==> config.mk <==
export PLATFORM = sky130hd
export DESIGN_NAME = cpu_bus_ctrl
export DESIGN_NICKNAME = d
export VERILOG_FILES = /design/src/rtl/cpu_bus_ctrl.sv
export SDC_FILE = /design/constraint.sdc
export NUM_CORES = 1
export LEC_CHECK = 0
export ABC_AREA = 1
export CORE_AREA = 2 2 76 78
export DETAILED_ROUTE_END_ITERATION = 7
export DIE_AREA = 0 0 78 80
export PLACE_DENSITY = 0.77
export SYNTH_ARGS = -nofsm -noshare
export SYNTH_HDL_FRONTEND = slang
export SYNTH_SLANG_ARGS = --single-unit
==> constraint.sdc <==
create_clock -name clk -period 1.42 [get_ports clk]
set_input_delay 0.284 -clock clk [delete_from_list [all_inputs] [get_ports clk]]
set_output_delay 0.284 -clock clk [all_outputs]
set_load 0.005 [all_outputs]
==> src/rtl/cpu_bus_ctrl.sv <==
// cpu_bus_ctrl: T1..T4 memory-bus sequencer with IR/Z delivery and CB-prefix tracking; optional CPU_BUS_WAIT_EN adds mem_wait stretching in T3.
module cpu_bus_ctrl #(
  parameter int ADDR_W = 16,
  parameter int DATA_W = 8
) (
  input  logic              clk,
  input  logic              rst,
  input  logic [2:0]        bus_op,
  input  logic [ADDR_W-1:0] bus_addr,
  input  logic [DATA_W-1:0] bus_wdata,
  output logic [ADDR_W-1:0] mem_addr,
  output logic [DATA_W-1:0] mem_wdata,
  input  logic [DATA_W-1:0] mem_rdata,
  output logic              mem_rd,
  output logic              mem_wr,
`ifdef CPU_BUS_WAIT_EN
  input  logic              mem_wait,
`endif
  output logic [1:0]        t_state,
  output logic              m_end,
  output logic [DATA_W-1:0] ir,
  output logic              ir_valid,
  output logic              ir_is_cb,
  output logic              cb_pending,
  output logic [DATA_W-1:0] rdata,
  output logic              rdata_vld
);
  localparam logic [2:0] OP_IDLE = 3'd0, OP_IF = 3'd1, OP_WRITE = 3'd2, OP_READ = 3'd3, OP_IF_CB = 3'd4;
  typedef enum logic [1:0] {T1, T2, T3, T4} t_e;
  t_e                r_t, w_t_n;
  logic [2:0]        r_op, w_op_n;
  logic [ADDR_W-1:0] r_addr;
  logic [DATA_W-1:0] r_wd, r_wdata, r_ir, r_rdata;
  logic              r_rd, r_wr, r_m_end, r_ir_valid, r_ir_is_cb, r_cb_pending, r_rdata_vld;
  logic              w_hold, w_cap, w_fetch, w_rd_n, w_wr_n;
  // Outputs are registered one cycle ahead, so everything is derived from the next T-state.
  always_comb begin
`ifdef CPU_BUS_WAIT_EN
    w_hold = (r_t == T3) && mem_wait;
`else
    w_hold = 1'b0;
`endif
    w_t_n   = w_hold ? r_t : t_e'(r_t + 2'd1);
    w_op_n  = (w_t_n == T1) ? bus_op : r_op;
    w_rd_n  = (w_op_n == OP_IF || w_op_n == OP_IF_CB || w_op_n == OP_READ) && (w_t_n != T4);
    w_wr_n  = (w_op_n == OP_WRITE) && (w_t_n == T2 || w_t_n == T3);
    w_cap   = (r_t == T3) && !w_hold;
    w_fetch = (r_op == OP_IF) || (r_op == OP_IF_CB);
  end
  always_ff @(posedge clk) begin
    if (rst) begin
      r_t          <= T1;
      r_op         <= OP_IDLE;
      r_addr       <= '0;
      r_wd         <= '0;
      r_wdata      <= '0;
      r_rd         <= 1'b0;
      r_wr         <= 1'b0;
      r_m_end      <= 1'b0;
      r_ir         <= '0;
      r_ir_valid   <= 1'b0;
      r_ir_is_cb   <= 1'b0;
      r_cb_pending <= 1'b0;
      r_rdata      <= '0;
      r_rdata_vld  <= 1'b0;
    end else begin
      r_t         <= w_t_n;
      r_op        <= w_op_n;
      r_rd        <= w_rd_n;
      r_wr        <= w_wr_n;
      r_m_end     <= (w_t_n == T4);
      r_ir_valid  <= w_cap && w_fetch;
      r_rdata_vld <= w_cap && (r_op == OP_READ);
      if (w_t_n == T1) begin
        r_wd <= bus_wdata;
        if (bus_op != OP_IDLE) r_addr <= bus_addr;
      end
      if (w_t_n == T2 && r_op == OP_WRITE) r_wdata <= r_wd;
      if (w_cap && w_fetch) begin
        r_ir         <= mem_rdata;
        r_ir_is_cb   <= (r_op == OP_IF_CB);
        r_cb_pending <= (r_op == OP_IF) && (mem_rdata == DATA_W'(8'hCB));
      end
      if (w_cap && r_op == OP_READ) r_rdata <= mem_rdata;
    end
  end
  assign t_state    = r_t;
  assign mem_addr   = r_addr;
  assign mem_wdata  = r_wdata;
  assign mem_rd     = r_rd;
  assign mem_wr     = r_wr;
  assign m_end      = r_m_end;
  assign ir         = r_ir;
  assign ir_valid   = r_ir_valid;
  assign ir_is_cb   = r_ir_is_cb;
  assign cb_pending = r_cb_pending;
  assign rdata      = r_rdata;
  assign rdata_vld  = r_rdata_vld;
endmodule

After elaboration in Yosys (flattened, before gate mapping)
Cells that the tools add are included.
{"block": "totals", "register_bits": 60, "out_inout_bits": 49}
{"block": "classes", "n_addsub": 1, "n_eq_ne": 14, "n_mux": 1, "n_reduce_logical": 13}
{"cell": "$eq 3x2->1 const B", "count": 4}
{"cell": "$eq 8x8->1 const B", "count": 1}
{"cell": "$eq 2x2->1 const B", "count": 3}
{"cell": "$eq 3x1->1 const B", "count": 2}
{"cell": "$eq 3x3->1 const B", "count": 2}
{"cell": "$logic_and 1x1->1", "count": 6}
{"cell": "$logic_or 1x1->1", "count": 4}
{"cell": "$mux 3", "count": 1}
{"cell": "$reduce_bool 3->1", "count": 1}
{"cell": "$add 2x1->2 const B", "count": 1}
{"cell": "$eq 2x1->1 const B", "count": 1}
{"cell": "$logic_not 2->1", "count": 1}
{"cell": "$ne 2x2->1 const B", "count": 1}
{"cell": "$reduce_and 2->1", "count": 1}

Longest topological paths before layout
Gate-level depths: netlist of run 1.
{"block": "logic_depth", "ltp_word": 7, "ltp_mapped": 8}

Worst setup path before layout of run 1
OpenSTA, ideal clock, no wires.
{"block": "synth_timing", "path_type": "reg-to-reg", "startpoint": "register r_t[0] (netlist: t_state[0])", "endpoint": "register r_ir[0] (netlist: ir[0])", "setup_time_ps": 113, "arrival_ps": 1197, "t_required_ps": 1307, "slack_ps": 110, "stages_incl_launch_ff": 8, "period_less_slack_ps": 1310, "cell_sequence": "dfxtp_1 -> inv_1 -> ha_1 -> nand4_4 -> nand2_4 -> inv_4 -> nor2_1 -> nor2_1"}
{"block": "synth_via", "elab_chain_cells": 2}
{"item": "from (decl)", "line_no": "30", "source": "t_e r_t, w_t_n;"}
{"item": "from (signal assigned)", "line_no": "67", "source": "r_t <= w_t_n;"}
{"item": "$eq 2x2->1", "line_no": "47", "source": "w_cap = (r_t == T3) && !w_hold;"}
{"item": "$logic_and 1x1->1", "line_no": "79", "source": "if (w_cap && w_fetch) begin"}
{"item": "to (signal assigned)", "line_no": "80", "source": "r_ir <= mem_rdata;"}
{"item": "to (decl)", "line_no": "33", "source": "logic [DATA_W-1:0] r_wd, r_wdata, r_ir, r_rdata;"}
Every way passes these cells.
A chain may end at the register's enable or synchronous reset.

Final worst setup path of run 1
{"block": "layout_timing", "startpoint": "register r_t[1] (netlist: t_state[1])", "endpoint": "register r_wdata[1] (netlist: mem_wdata[1])"}
{"block": "layout_via", "elab_chain_cells": 3}
{"item": "$add 2x1->2", "line_no": "43", "source": "w_t_n = w_hold ? r_t : t_e'(r_t + 2'd1);"}
{"item": "$eq 2x1->1", "line_no": "78", "source": "if (w_t_n == T2 && r_op == OP_WRITE) r_wdata <= r_wd;"}
{"item": "$logic_and 1x1->1", "line_no": "78"}
{"item": "to (signal assigned)", "line_no": "78"}
{"item": "to (decl)", "line_no": "33"}
Every way passes these cells.

==> impl_metrics.py, run 1 <==
metrics = {
    "grt": {
        "grt_pass1_vias": 2012,
        "grt.total_usage_pct": 18.42,
        "antenna_found_initial": 0,
        "grt_pass1_wl_um": 8914,
        "grt_max_degree": 19,
        "grt.overflow.total": 0,
    },
    "cts": {
        "cts.sinks": 60,
        "cts_buffers": 9,
        "hold_buffers": 0,
        "root_buffer": "clkbuf_8",
        "htreeDepth": 3,
        "cts_tree": "yes",
        "clk_latency_ns": 0.32,
        "path_clk_slew_ns": 0.07,
        "clockBufferDepth": 2,
    },
    "synth": {
        "synth_top_area_share_pct": 52.49,
        "synth_cell_types": 25,
        "syn-num-nets": 327,
        "synth_top_family_by_area": "simple AND/OR/NAND/NOR gates",
        "yosys.area_share.simple_pct": 30.07,
        "syn_avg_cell_area_sq_um": 7.974,
        "synthMuxAreaShare_pct": 0,
        "ys_top_cells_by_area": "dfxtp_1 52%, nor2_1 13%, nand2_1 6.1%",
        "synth_compound_area_share_pct": 10.28,
        "ys_ff_latch": 60,
        "ys_seq_area_share_pct": 52.49,
        "yosysTopAreaCell": "dfxtp_1",
        "synth-xor-area-share_pct": 0,
        "synth_area_sq_mm": 0.002288,
        "synth.yosys.warnings": 0,
        "netlist_instances": 287,
        "synthAdderAreaFrac_pct": 1.640,
    },
    "worst_hold_path": {
        "worst_hold_path.num_cells": 2,
        "min_to": "mem_addr[0]",
        "min_path_type": "flop to flop",
        "min-delay-start": "mem_addr[0]",
    },
    "floorplanning": {
        "start_util_pct": 42.34,
        "coreArea_sq_mm": 0.005405,
        "die_area_sq_mm": 0.006240,
        "die_y_um": 80,
        "ios": 86,
        "fp.dieW_um": 78,
        "row_count": 27,
    },
    "critical_path": {
        "ff2ff_path_depth": 7,
        "crit_fanout": 8,
        "cp-start-kind": "flop",
        "r2r_end": "mem_wdata[1]",
        "cp_slowest_cell": "dfxtp_2",
        "critical_path.cell_chain": "buf_4 -> inv_1 -> ha_1 -> nand4_4 -> buf_4 -> o21ai_0 -> nor2_1",
        "crit_required_ns": 1.64,
        "crit_start": "t_state[1]",
        "regToRegSetupSlack_ns": 0.05,
        "worstReg2RegStart": "t_state[1]",
        "crit_top_cell": "buf_4",
        "timing_worst_setup_path_type": "flop to flop",
        "crit_path_max_incr_delay_ns": 0.33,
        "arrival_ns": 1.59,
        "critPathCaptureType": "flop",
    },
    "pwr": {
        "leakage_uw": 0.001650,
        "p_per_area_mw_per_mm2": 1009,
        "max-vdd-ir-drop_v": 0.0005874,
        "power_uw": 3515,
    },
    "final_layout": {
        "final_common_cell": "nor2_1",
        "final_cell_mix": "77 x nor2_1, 48 x dfxtp_1, 47 x dlygate4sd2_1, 37 x nand2_1, 36 x clkdlybuf4s50_1",
        "synthToLayoutAreaGrowth_pct": 52.21,
        "final_nets": 431,
        "drive_above_1_share_pct": 16.41,
        "diodes": 0,
    },
    "route": {
        "viasPerCell": 4.735,
        "wl_per_cell_um": 12.02,
        "drc_errors": 0,
        "drt_first_pass_iters": 5,
        "routed_wl_um": 5624,
        "drtIter0Drc": 72,
        "ant_nets": 0,
        "vias": 2216,
    },
    "flow_run": {
        "drv_cap": 0,
    },
    "timing": {
        "worstMarginPinSlew_ns": 0.2854,
        "clock_skew_ns": 0.005688,
        "final_hold_viol_count": 0,
        "max_freq_mhz": 731.3,
        "rsz0062_at_grt": "true",
        "final_max_slew_viol_count": 0,
        "fin_crit_sh_pct": 96.30,
        "finalSetupViolCount": 0,
        "layout_min_cycle_time_ns": 1.367,
        "whs_ns": 0.4614,
        "relSlewSlack_pct": 80.95,
    },
    "placed_design": {
        "dpl.hpwl_um": 4041,
        "portBuffers": 85,
        "gp_congestion": 0.8283,
    },
    "run_status": {
        "outcome": "completed",
    },
}
-- kinds of logic (layout without fill, tap and decap cells) --
kind of cell,after synthesis,count (layout)
compound gates,46,46
simple gates,150,150
buf+inv,28,137
flops,60,60
fa+ha+maj,3,3
-- per-layer routing --
layer / vias to the layer above / GRT usage (%) / share of wire, %
met5: - / 0 / 0
met4: 0 / 8.947 / 1.1
met3: 5 / 4.299 / 5.4
met2: 72 / 31.38 / 50
met1: 1007 / 21.86 / 44
li1: 1132 / - / -
-- stage by stage --
stage | worst slack (ns) | instances | area (sq um) | util [%] | TNS [ns]
after detailed placement | -0.05072 | 448 | 3299 | 61.04 | -0.4215
after global placement | -0.002377 | 448 | 3299 | 61.04 | -0.003370
after CTS | 0.004531 | 465 | 3437 | 63.59 | 0
after floorplan | 0.1103 | 287 | 2288 | - | 0
final | 0.05254 | 468 | 3483 | 64.44 | 0
after global routing | -0.02820 | 468 | 3483 | 64.44 | -0.09100
-- sequential cells by signal (all words and copies together), names as in the netlist --
name	cells
mem_addr	16
r_op	3
ir_is_cb	1
ir_valid	1
m_end	1
ir	8
rdata_vld	1
mem_wdata	8
rdata	8
cb_pending	1
t_state	2
mem_wr	1
r_wd	8
mem_rd	1
-- how the worst max path moves through the flow --
stage                   endpoint  slack [ns]  cells past startpoint
floorplan                  ir[0]        0.11                      7
global placement    mem_addr[12]      -0.002                      6
detailed placement  mem_addr[10]       -0.05                      6
CTS                     rdata[7]       0.005                      5
global route        mem_wdata[0]       -0.03                      7
finish              mem_wdata[1]        0.05                      7
-- layout make-up --
class,count,area (sq um)
multi-input combinational,199,980.9
inverter,16,67.56
fill,473,1922
clock buffer,11,141.4
sequential,60,1216
tap,72,90.09
clock inverter,5,27.53
timing repair buffer,105,959.7
-- power by group --
group | internal [uW] | total (uW) | switching, uW | leakage [uW]
Clock | 668 | 1300 | 632 | 0.0000889
Sequential | 1750 | 1780 | 33.7 | 0.000491
Combinational | 232 | 436 | 204 | 0.00107
-- cells in the mapped netlist (all sizes together) --
| cell type | number |
|---|---|
| nor3 | 1 |
| nor2 | 80 |
| nand4 | 2 |
| inv | 15 |
| clkinv | 1 |
| nand3b | 7 |
| o21ai | 27 |
| clkbuf | 4 |
| nand3 | 20 |
| buf | 8 |
| ha | 3 |
| o22ai | 1 |
| dfxtp | 60 |
| nand2 | 40 |
| a21oi | 18 |
-- timing repair --
item	in CTS	in global routing
buffers inserted	1	3
endpoints found under the setup margin	63	28
pin swaps	0	2
gates resized for setup	60	9
endpoints found under the hold margin	0	0
-- worst max-delay path: cells and delay by family, from the launching register on --
kind,cells,cell delay [ns]
AOI/OAI and AO/OA,1,0.14
adders and majority gates,1,0.19
buffers and inverters,3,0.38
DFF,1,0.33
and+or+nand+nor,2,0.23
Power figures use the tool's default switching activity.
==> inputs of run 2 (changes only) <==
--- a/config.mk
+++ b/config.mk
@@ -9,6 +9,7 @@
 export CORE_AREA = 2 2 76 78
 export DETAILED_ROUTE_END_ITERATION = 7
 export DIE_AREA = 0 0 78 80
+export GPL_TIMING_DRIVEN = 0
 export PLACE_DENSITY = 0.77
 export SYNTH_ARGS = -nofsm -noshare
 export SYNTH_HDL_FRONTEND = slang
==> impl_metrics.py, run 2 (synthesized netlist as in run 1, its figures left out) <==
metrics = {
    "run_status": {
        "outcome": "completed",
    },
    "timing": {
        "final_max_slew_viol_count": 0,
        "clock_skew_ns": 0.006055,
        "relSlewSlack_pct": 68.22,
        "setup_slack_ns": 0.03704,
        "rsz0062_at_grt": "false",
        "layout_min_cycle_time_ns": 1.383,
        "final_hold_viol_count": 0,
        "max_freq_mhz": 723.1,
        "fin_crit_sh_pct": 97.39,
        "finalSetupViolCount": 0,
        "worstMarginPinSlew_ns": 0.4767,
        "tns_ns": 0,
    },
    "final_layout": {
        "largest_register_ff_count": 16,
        "utilization_pct": 62.96,
        "design_area_sq_mm": 0.003403,
        "diodes": 0,
        "final_cell_mix": "79 x nor2_1, 54 x dfxtp_1, 48 x dlygate4sd2_1, 37 x nand2_1, 36 x clkdlybuf4s50_1",
        "final_common_cell": "nor2_1",
        "final_nets": 426,
        "fillers": 492,
        "synthToLayoutAreaGrowth_pct": 48.71,
        "drive_above_1_share_pct": 12.82,
    },
    "critical_path": {
        "ff2ff_path_depth": 7,
        "critical_path.cell_chain": "clkdlybuf4s50_1",
        "critPathCaptureType": "primary output",
        "crit_path_max_incr_delay_ns": 0.48,
        "crit_start": "rdata_vld",
        "cp_slowest_cell": "clkdlybuf4s50_1",
        "cp-start-kind": "flop",
        "arrival_ns": 1.10,
        "worstReg2RegStart": "t_state[0]",
        "timing_worst_setup_path_type": "flop to primary output",
        "regToRegSetupSlack_ns": 0.09,
        "path_delay_family": "buffers and inverters",
        "crit_required_ns": 1.14,
        "worstSetupPathDepth": 1,
        "endpoint": "rdata_vld",
        "crit_fanout": 1,
        "crit_buf_inv": 1,
        "r2r_end": "ir[6]",
    },
    "route": {
        "drt_first_pass_iters": 4,
        "drtIter0Drc": 87,
        "wl_per_cell_um": 12.82,
        "ant_nets": 0,
        "drc_errors": 0,
        "routed_wl_um": 5925,
        "viasPerCell": 4.771,
        "vias": 2204,
    },
    "floorplanning": {
        "die_area_sq_mm": 0.006240,
        "ios": 86,
        "coreArea_sq_mm": 0.005405,
        "die_y_um": 80,
        "row_count": 27,
        "start_util_pct": 42.34,
        "fp.dieW_um": 78,
    },
    "pwr": {
        "leakage_uw": 0.001565,
        "p_per_area_mw_per_mm2": 1032,
        "max-vdd-ir-drop_v": 0.0006346,
    },
    "cts": {
        "root_buffer": "clkbuf_8",
        "path_clk_slew_ns": 0.06,
        "clk_latency_ns": 0.32,
        "cts_tree": "yes",
        "clockBufferDepth": 2,
        "hold_buffers": 0,
        "htreeDepth": 3,
        "cts.sinks": 60,
        "cts_buffers": 9,
    },
    "flow_run": {
        "drv_cap": 0,
    },
    "grt": {
        "grt.overflow.total": 0,
        "antenna_found_initial": 0,
        "grt_max_degree": 11,
        "grt_pass1_wl_um": 9425,
        "grt.total_usage_pct": 19.19,
        "grt_pass1_vias": 2120,
    },
    "placed_design": {
        "gp_congestion": 0.8331,
        "dpl.hpwl_um": 4211,
        "place_ws_ns": -0.1802,
        "portBuffers": 84,
        "post_dp_cell_area_sq_mm": 0.003219,
    },
    "worst_hold_path": {
        "min_path_type": "primary input to flop",
        "worst_hold_path.num_cells": 2,
    },
}
## run 2: cell type report
cell class                      instances  area (sq um)  area share, %
Clock buffer                           13         158.9          4.669
Sequential cell                        60          1211          35.59
Timing Repair Buffer                   87         803.3          23.60
Multi-Input combinational cell        200         992.2          29.15
Tap cell                               72         90.09          2.647
Buffer                                 12         70.07          2.059
Inverter                               16         67.56          1.985
Clock inverter                          2         10.01         0.2941
## run 2: worst min path at each step
stage | startpoint | endpoint | slack (ns)
2_1_floorplan | bus_wdata[7] | r_wd[7] | 0.42
3_3_place_gp | mem_addr[10] | mem_addr[10] | 0.45
3_5_place_dp | mem_addr[5] | mem_addr[5] | 0.45
4_1_cts | rst | ir_is_cb | 0.24
5_1_grt | rst | mem_addr[15] | 0.25
6_report | rst | ir_is_cb | 0.24
## run 2: per-layer routing
layer / vias to the layer above / wire [um] / track usage (%) / part of all wire [%]
met2: 69 / 2895 / 32.76 / 49
met1: 1001 / 2549 / 22.63 / 43
met4: 0 / 90 / 8.421 / 1.5
met5: - / 0 / 0 / 0
li1: 1128 / - / - / -
met3: 6 / 389 / 5.204 / 6.6
## run 2: power by group
part           switching (uW)  internal [uW]  total, uW
clock network             602            714       1320
registers                37.0           1740       1780
logic                     205            209        415
## run 2: timing repair
action | CTS | global route
pin swaps | 0 | 3
buffers inserted | 0 | 3
resized for setup | 56 | 10
gates cloned | 0 | 1
setup endpoints to repair | 65 | 17
## run 2: through the flow
step	total power [uW]	instances	hold WS, ns
floorplan	2000	287	0.4189
global placement	2225	443	0.4462
detailed placement	2236	443	0.4516
CTS	3518	458	0.2361
global route	3668	462	0.2502
finish	3513	462	0.2372
==> inputs of run 3 (changes only) <==
--- a/config.mk
+++ b/config.mk
@@ -11,6 +11,7 @@
 export DIE_AREA = 0 0 78 80
 export GPL_TIMING_DRIVEN = 0
 export PLACE_DENSITY = 0.77
+export REMOVE_ABC_BUFFERS = 1
 export SYNTH_ARGS = -nofsm -noshare
 export SYNTH_HDL_FRONTEND = slang
 export SYNTH_SLANG_ARGS = --single-unit
==> constraint.sdc (replaced) <==
create_clock -name clk -period 1.3 [get_ports clk]
set_input_delay 0.39 -clock clk [delete_from_list [all_inputs] [get_ports clk]]
set_output_delay 0.39 -clock clk [all_outputs]
set_load 0.005 [all_outputs]
==> impl_metrics.py, run 3 (synthesized netlist as in run 1, its figures left out) <==
metrics = {
    "cts": {
        "cts_buffers": 9,
        "path_clk_slew_ns": 0.06,
        "clk_latency_ns": 0.32,
        "root_buffer": "clkbuf_8",
        "hold_buffers": 0,
        "htreeDepth": 3,
        "cts_tree": "yes",
        "cts.sinks": 60,
        "clockBufferDepth": 2,
    },
    "timing": {
        "worstMarginPinSlew_ns": 0.5605,
        "max_freq_mhz": 746.8,
        "fin_crit_sh_pct": 103.0,
        "setup_slack_ns": -0.03904,
        "tns_ns": -0.04017,
        "layout_min_cycle_time_ns": 1.339,
        "rsz0062_at_grt": "true",
        "relSlewSlack_pct": 62.63,
        "final_hold_viol_count": 0,
        "final_max_slew_viol_count": 0,
        "clock_skew_ns": 0.006005,
        "whs_ns": 0.4591,
        "finalSetupViolCount": 2,
    },
    "route": {
        "drc_errors": 0,
        "wl_per_cell_um": 13.38,
        "drtIter0Drc": 110,
        "drt_first_pass_iters": 4,
        "viasPerCell": 4.769,
        "vias": 2251,
        "routed_wl_um": 6313,
        "ant_nets": 0,
    },
    "final_layout": {
        "multi_input_area_sq_mm": 0.001070,
        "seq_area_sq_mm": 0.001237,
        "diodes": 0,
        "final_cell_mix": "71 x nor2_1, 40 x clkdlybuf4s15_1, 37 x nand2_1, 35 x clkdlybuf4s50_1, 35 x dfxtp_1",
        "final_nets": 436,
        "largest_register_ff_count": 16,
        "fillers": 430,
        "synthToLayoutAreaGrowth_pct": 60.36,
        "drive_above_1_share_pct": 24.75,
        "final_common_cell": "nor2_1",
    },
    "worst_hold_path": {
        "min-delay-start": "mem_addr[0]",
        "min_path_type": "flop to flop",
        "worst_hold_path.num_cells": 2,
        "min_to": "mem_addr[0]",
    },
    "floorplanning": {
        "ios": 86,
        "row_count": 27,
        "die_area_sq_mm": 0.006240,
        "die_y_um": 80,
        "coreArea_sq_mm": 0.005405,
        "fp.dieW_um": 78,
        "start_util_pct": 42.34,
    },
    "grt": {
        "grt.total_usage_pct": 19.91,
        "grt_pass1_wl_um": 9646,
        "grt_pass1_vias": 2109,
        "antenna_found_initial": 0,
        "grt_max_degree": 28,
        "grt.overflow.total": 0,
    },
    "run_status": {
        "violations": "setup timing",
        "outcome": "finished, violations left",
    },
    "critical_path": {
        "timing_worst_setup_path_type": "flop to flop",
        "arrival_ns": 1.59,
        "worstReg2RegStart": "t_state[1]",
        "regToRegSetupSlack_ns": -0.04,
        "crit_required_ns": 1.55,
        "cp-start-kind": "flop",
        "crit_fanout": 6,
        "ff2ff_path_depth": 7,
        "r2r_end": "ir[2]",
        "critPathCaptureType": "flop",
    },
    "placed_design": {
        "portBuffers": 85,
        "gp_congestion": 0.8166,
        "dpl.hpwl_um": 3750,
    },
    "pwr": {
        "leakage_uw": 0.001500,
        "p_per_area_mw_per_mm2": 1042,
        "max-vdd-ir-drop_v": 0.0006499,
    },
    "flow_run": {
        "drv_cap": 0,
    },
}
## run 3: per-stage QoR
| step | cell area [sq um] | utilization [%] | instances | power (uW) | worst slack [ns] |
|---|---|---|---|---|---|
| 6_report | 3670 | 67.89 | 472 | 3826 | -0.03904 |
| 2_1_floorplan | 2226 | - | 275 | 2161 | -0.5251 |
| 3_5_place_dp | 3167 | 58.59 | 432 | 2421 | -1.309 |
| 5_1_grt | 3670 | 67.89 | 472 | 4010 | -0.1046 |
| 4_1_cts | 3502 | 64.79 | 465 | 3800 | 0.0001564 |
| 3_3_place_gp | 3167 | 58.59 | 432 | 2414 | -1.303 |
## run 3: power breakdown
part           switching [uW]  internal [uW]
Clock                     671            673
Combinational             252            277
Sequential               44.6           1910
## run 3: timing repair
action                                  CTS  global route
cloned                                    1             0
endpoints found under the setup margin  109            78
setup buffers                            17             7
pin swaps                                 6             6
gates resized for setup                  95            92
## run 3: metal layers
metal  wire length, um  up-vias  GRT usage (%)
met3               299       12          4.072
li1                  -     1142              -
met1              2701     1033          23.37
met5                 0        -              0
met2              3198       64          33.71
met4               113        0          11.58
## run 3: how the worst max path moves through the flow
| stage | startpoint | to | slack [ns] | depth (start not counted) |
|---|---|---|---|---|
| finish | t_state[1] | ir[2] | -0.04 | 7 |
| global route | t_state[1] | ir[2] | -0.10 | 7 |
| CTS | mem_addr[2] | mem_addr[2] | 0.0002 | 1 |
| detailed placement | rst | rdata[0] | -1.31 | 4 |
| global placement | rst | mem_rd | -1.30 | 4 |
| floorplan | t_state[0] | mem_rd | -0.53 | 6 |
## run 3: final cells by class
| type | count | share of cell area (%) |
|---|---|---|
| inverter | 16 | 2.250 |
| clock inverter | 3 | 0.4091 |
| multi-input combinational | 199 | 29.15 |
| timing repair buffer | 109 | 28.13 |
| sequential | 60 | 33.72 |
| tap | 72 | 2.455 |
| timing repair inverter | 1 | 0.2046 |
| clock buffer | 12 | 3.682 |
## run 3: critical path, stage by stage, from the launching register on
cell,delay (ns)
dfxtp_4,0.38
buf_6,0.10
ha_4,0.18
nand4_4,0.14
buf_12,0.17
nand3b_1,0.09
nand2_1,0.08
nor2_1,0.13
